--- src/rtl/gpp_apb_master.sv ---
// gpp_apb_master: APB initiator turning valid/ready commands into single APB transfers
//
// Accepts one command at a time on the cmd_* port, runs an APB SETUP/ACCESS
// transfer toward the slave, and returns read data plus error status on the
// rsp_* port. Addresses are forced word-aligned on PADDR.
//
// Ports:
//   HCLK, HRESET              clock, asynchronous active-high reset
//   cmd_valid/ready           command handshake
//   cmd_write/addr/wdata      command direction, byte address, write data
//   rsp_valid/ready           response handshake
//   rsp_rdata/err             read data (0 for writes and aborts), error flag
//   PADDR/PWDATA/PWRITE       APB address/data/direction, held between transfers
//   PSEL/PENABLE              APB phase strobes
//   PRDATA/PREADY/PSLVERR     APB slave returns
//
// Build option: define GPP_APB_TIMEOUT_EN to compile in the wait-state
// watchdog that aborts an ACCESS after TIMEOUT_CYCLES PREADY-low cycles.
module gpp_apb_master #(
    parameter int APB_ADDR_WIDTH = 12,
    parameter int TIMEOUT_CYCLES = 255
) (
    input  logic                      HCLK,
    input  logic                      HRESET,
    input  logic                      cmd_valid,
    output logic                      cmd_ready,
    input  logic                      cmd_write,
    input  logic [APB_ADDR_WIDTH-1:0] cmd_addr,
    input  logic [31:0]               cmd_wdata,
    output logic                      rsp_valid,
    input  logic                      rsp_ready,
    output logic [31:0]               rsp_rdata,
    output logic                      rsp_err,
    output logic [APB_ADDR_WIDTH-1:0] PADDR,
    output logic [31:0]               PWDATA,
    output logic                      PWRITE,
    output logic                      PSEL,
    output logic                      PENABLE,
    input  logic [31:0]               PRDATA,
    input  logic                      PREADY,
    input  logic                      PSLVERR
);
    if (TIMEOUT_CYCLES < 1 || TIMEOUT_CYCLES > 65535 || APB_ADDR_WIDTH < 3) begin : g_bad_cfg
        $error("gpp_apb_master: TIMEOUT_CYCLES must be 1..65535 and APB_ADDR_WIDTH >= 3");
    end

    typedef enum logic [1:0] {IDLE, SETUP, ACCESS, RESP} state_t;

    state_t                    state_q, state_d;
    logic                      cmd_ready_q;
    logic [APB_ADDR_WIDTH-1:0] paddr_q, paddr_d;
    logic [31:0]               pwdata_q, pwdata_d;
    logic                      pwrite_q, pwrite_d;
    logic [31:0]               rdata_q, rdata_d;
    logic                      err_q, err_d;
    logic                      unused_addr_lsbs;

    // Transfers are word-aligned, so the byte-lane address bits are dropped.
    assign unused_addr_lsbs = ^cmd_addr[1:0];

`ifdef GPP_APB_TIMEOUT_EN
    logic [15:0] cnt_q, cnt_d;
`endif

    always_comb begin
        state_d  = state_q;
        paddr_d  = paddr_q;
        pwdata_d = pwdata_q;
        pwrite_d = pwrite_q;
        rdata_d  = rdata_q;
        err_d    = err_q;
`ifdef GPP_APB_TIMEOUT_EN
        cnt_d    = cnt_q;
`endif
        case (state_q)
            // cmd_ready_q is only ever high in IDLE; it stays low for the
            // first cycle out of reset so the command port opens one edge later.
            IDLE: if (cmd_valid && cmd_ready_q) begin
                state_d  = SETUP;
                paddr_d  = {cmd_addr[APB_ADDR_WIDTH-1:2], 2'b00};
                pwdata_d = cmd_wdata;
                pwrite_d = cmd_write;
            end
            SETUP: begin
                state_d = ACCESS;
`ifdef GPP_APB_TIMEOUT_EN
                cnt_d   = '0;
`endif
            end
            ACCESS: if (PREADY) begin
                state_d = RESP;
                rdata_d = pwrite_q ? '0 : PRDATA;
                err_d   = PSLVERR;
            end
`ifdef GPP_APB_TIMEOUT_EN
            else begin
                // Abort on the edge that ends the TIMEOUT_CYCLES-th wait cycle.
                cnt_d = cnt_q + 16'd1;
                if (cnt_d == 16'(TIMEOUT_CYCLES)) begin
                    state_d = RESP;
                    rdata_d = '0;
                    err_d   = 1'b1;
                end
            end
`endif
            RESP: if (rsp_ready) state_d = IDLE;
            default: state_d = IDLE;
        endcase
    end

    always_ff @(posedge HCLK or posedge HRESET) begin
        if (HRESET) begin
            state_q     <= IDLE;
            cmd_ready_q <= 1'b0;
            paddr_q     <= '0;
            pwdata_q    <= '0;
            pwrite_q    <= 1'b0;
            rdata_q     <= '0;
            err_q       <= 1'b0;
`ifdef GPP_APB_TIMEOUT_EN
            cnt_q       <= '0;
`endif
        end else begin
            state_q     <= state_d;
            cmd_ready_q <= state_d == IDLE;
            paddr_q     <= paddr_d;
            pwdata_q    <= pwdata_d;
            pwrite_q    <= pwrite_d;
            rdata_q     <= rdata_d;
            err_q       <= err_d;
`ifdef GPP_APB_TIMEOUT_EN
            cnt_q       <= cnt_d;
`endif
        end
    end

    assign cmd_ready = cmd_ready_q;
    assign rsp_valid = state_q == RESP;
    assign rsp_rdata = rdata_q;
    assign rsp_err   = err_q;
    assign PADDR     = paddr_q;
    assign PWDATA    = pwdata_q;
    assign PWRITE    = pwrite_q;
    assign PSEL      = state_q == SETUP || state_q == ACCESS;
    assign PENABLE   = state_q == ACCESS;
endmodule
--- config.mk ---
export PLATFORM = sky130hd
export DESIGN_NAME = gpp_apb_master
export DESIGN_NICKNAME = d
export VERILOG_FILES = /design/src/rtl/gpp_apb_master.sv
export SDC_FILE = /design/constraint.sdc
export NUM_CORES = 1
export LEC_CHECK = 0
export BUFFER_PORTS_ARGS = -buffer_cell sky130_fd_sc_hd__buf_4
export CORE_MARGIN = 2
export CORE_UTILIZATION = 49
export DETAILED_ROUTE_END_ITERATION = 16
export GPL_ROUTABILITY_DRIVEN = 0
export PLACE_DENSITY = 0.85
export SLEW_MARGIN = 0
export SYNTH_ARGS = -nofsm -noshare
export SYNTH_HDL_FRONTEND = slang
export SYNTH_SLANG_ARGS = --single-unit
--- constraint.sdc ---
create_clock -name HCLK -period 5.9 [get_ports HCLK]
set_clock_uncertainty 0.15 [all_clocks]
set_input_delay 0.59 -clock HCLK [delete_from_list [all_inputs] [get_ports HCLK]]
set_output_delay 0.59 -clock HCLK [all_outputs]
set_load 0.02 [all_outputs]
==> impl_results.md <==
- Status: finished clean
- Largest net degree at the start of global routing: 80
- Pre-CTS setup slack: 3520 ps
- RR Endpoint: cmd_ready
- Slowest-stage cell, CP: nand2_2
- Antenna Nets Post-Route: 0
- WL/cell: 15.1 um
- Total GRT Usage: 20.2%
- Synth-to-layout area growth: 42.2%
- Crit end category: flop
- Clock Tree Buf Depth: 2
- Initial Util: 50.0%
- Maxcap violations: 0
- Clock root cell: clkbuf_8
- Max VDD drop: 282 uV
- CTS Hold Buffers Added: 0
- Crit Path Category: flop to flop
- Final Hold Viols: 0
- Worst path depth: 5
- Crit-path max cell delay: 570 ps
- Critical path cell sequence: inv_1 > ha_1 > nand2_2 > mux2_2 > a22o_1
- Setup violators final: 0
- Gr ovfl total: 0
- Final Max Tran Viols: 0
- Clk pin slew, worst setup/hold paths: 80 ps
- Leak: 0.00252 uW
- Fraction of layout cells with a size suffix above 1: 53.7%
- PortBufs: 160
- Worst setup path endpoint: cmd_ready
- Worst Path Arrival: 2420 ps
- H-tree Lvls: 3
- WP data required: 5980 ps
- Post-route minimum period: 2340 ps
- Reg2Reg Depth: 5
- Post-CTS setup buffer count: 0
- R2r startpoint: state_q[0]
- Area post-placement: 0.00456 mm^2
- DRC: 0
- Max Clk Rate: 427 MHz
- Vias in the first global route: 2392
- PD cells: 587 mW/mm^2
- Initial antenna violation count: 0
- Starting DRC count in detailed routing: 87
- Die Y: 86.8 um
- Routed WL: 7460 um
- Flop-to-flop setup slack: 3560 ps
- Mapped Area: 0.00336 mm^2
- CTS tree: built
- Buf/Inv on CP: 1
- Sequential fraction of the synthesis area: 58.9%
- Crit. Startpoint: state_q[0]
- Layout Nets: 498
- DR pass1 iterations: 4
- Clock sinks: 79
- Final instance area: 0.00477 mm^2
- Max-slew headroom: 34.7%
- TNS Setup: 0 ps
- Vias: 2400
- Fin util: 71.1%
- DR vias/cell: 4.85
- Unique cell type count in the Yosys netlist: 20
- Row count: 30
- Worst-Margin Slew: 977 ps
- Worst-path maximum fanout: 66
- Die X: 86.8 um
- Yosys reg bits: 79
- RSZ-0062 raised after global routing: no
- Top Ports: 165
- Mean Syn Cell Area: 13.2 um^2
- Worst Hold Class: primary input to flop
- Die ar.: 0.00753 mm^2
- Post_cts resized: 0
- First-pass GRT wire length: 11800 um
- Hpwl dp: 5230 um
- CP Launch Type: flop
- Clock latency on the worst-skew pair: 330 ps
- Total CTS buffers: 9
- Worst path top cell family by delay: simple AND/OR/NAND/NOR gates
- Core area: 0.00672 mm^2
- Ratio of final minimum period to clock period: 39.7%
- Synth warnings: 0
- Setup ws final: 3560 ps
- Diode count: 0
- Cells after Synth: 254
-- cell families (layout without fill, tap and decap cells) --
kind of cell	count (synthesis)	count (layout)	synth area share, %
other	1	2	0.112
DFF	79	79	58.9
muxes	45	45	19.6
adders and majority gates	4	4	1.49
buffers and inverters	20	180	3.69
AOI/OAI and AO/OA	37	37	5.81
and+or+nand+nor	68	68	10.5
-- cell usage after synthesis (all sizes together) --
| cell | instances | area share [%] |
|---|---|---|
| nand3 | 1 | 0.52 |
| nand2b | 32 | 6.0 |
| inv | 4 | 0.45 |
| a21oi | 2 | 0.30 |
| clkbuf | 6 | 0.67 |
| a221oi | 1 | 0.26 |
| mux2 | 45 | 20 |
| o21ai | 32 | 4.8 |
| a211oi | 1 | 0.22 |
| conb | 1 | 0.11 |
| nand2 | 34 | 3.9 |
| nor2 | 1 | 0.11 |
| dfrtp | 79 | 59 |
| a22o | 1 | 0.26 |
| ha | 4 | 1.5 |
| buf | 10 | 2.6 |
-- worst min-delay path by stage --
stage / from / endpoint / slack [ps] / cells after the start
3_3_place_gp: rsp_rdata[29] / rsp_rdata[29] / 310 / 2
4_1_cts: cmd_wdata[24] / PWDATA[24] / 310 / 2
2_1_floorplan: state_q[1] / state_q[1] / 360 / 1
5_1_grt: cmd_wdata[24] / PWDATA[24] / 310 / 2
3_5_place_dp: rsp_rdata[2] / rsp_rdata[2] / 320 / 2
6_report: cmd_wdata[24] / PWDATA[24] / 330 / 2
-- per-stage QoR --
stage / total power (uW) / instances / hold slack [ps]
finish: 2800 / 495 / 327
global route: 2980 / 495 / 308
global placement: 2350 / 480 / 312
CTS: 2830 / 495 / 310
detailed placement: 2400 / 480 / 321
floorplan: 1830 / 255 / 360
-- placed cells by master, fill, tap and decap left out --
cell type / synthesis / final
buf_4: 2 / 161
dfrtp_1: 79 / 79
mux2_4: 40 / 40
nand2_1: 33 / 33
nand2b_1: 32 / 32
o21ai_0: 32 / 32
clkbuf_8: 0 / 10
mux2_2: 5 / 5
ha_1: 4 / 4
inv_1: 4 / 3
clkinv_2: 0 / 3
a21oi_1: 2 / 2
conb_1: 1 / 2
bufinv_16: 0 / 2
nand2_2: 1 / 1
nand3_4: 1 / 1
a211oi_1: 1 / 1
a221oi_1: 1 / 1
nor2_1: 1 / 1
a22o_1: 1 / 1
clkbuf_1: 6 / 1
-- registers in the layout, indices dropped and copies added, names as in the netlist --
name / count
PWDATA: 32
PWRITE: 1
PADDR: 10
cmd_ready: 1
rsp_err: 1
rsp_rdata: 32
state_q: 2
-- cell type report --
type	instances	area [um^2]
Fill cell	477	1940
Timing Repair Buffer	161	1210
Clock buffer	11	141
Sequential cell	79	1980
Multi-Input combinational cell	156	1260
Tap cell	80	100
Clock inverter	4	70.1
Inverter	4	16.3
-- power breakdown --
part / switching [uW] / total, uW / leakage [uW] / internal (uW)
combinational: 683 / 1400 / 0.00145 / 712
sequential: 174 / 981 / 0.000964 / 806
clock: 181 / 427 / 0.000109 / 246
-- metal layers --
layer	wire (um)	GRT usage, %	part of all wire [%]
met2	3420	31.7	46
met3	741	7.24	9.9
met4	126	6.53	1.7
met5	0	0	0
met1	3180	26.3	43
(Power assumes the default switching activity.)
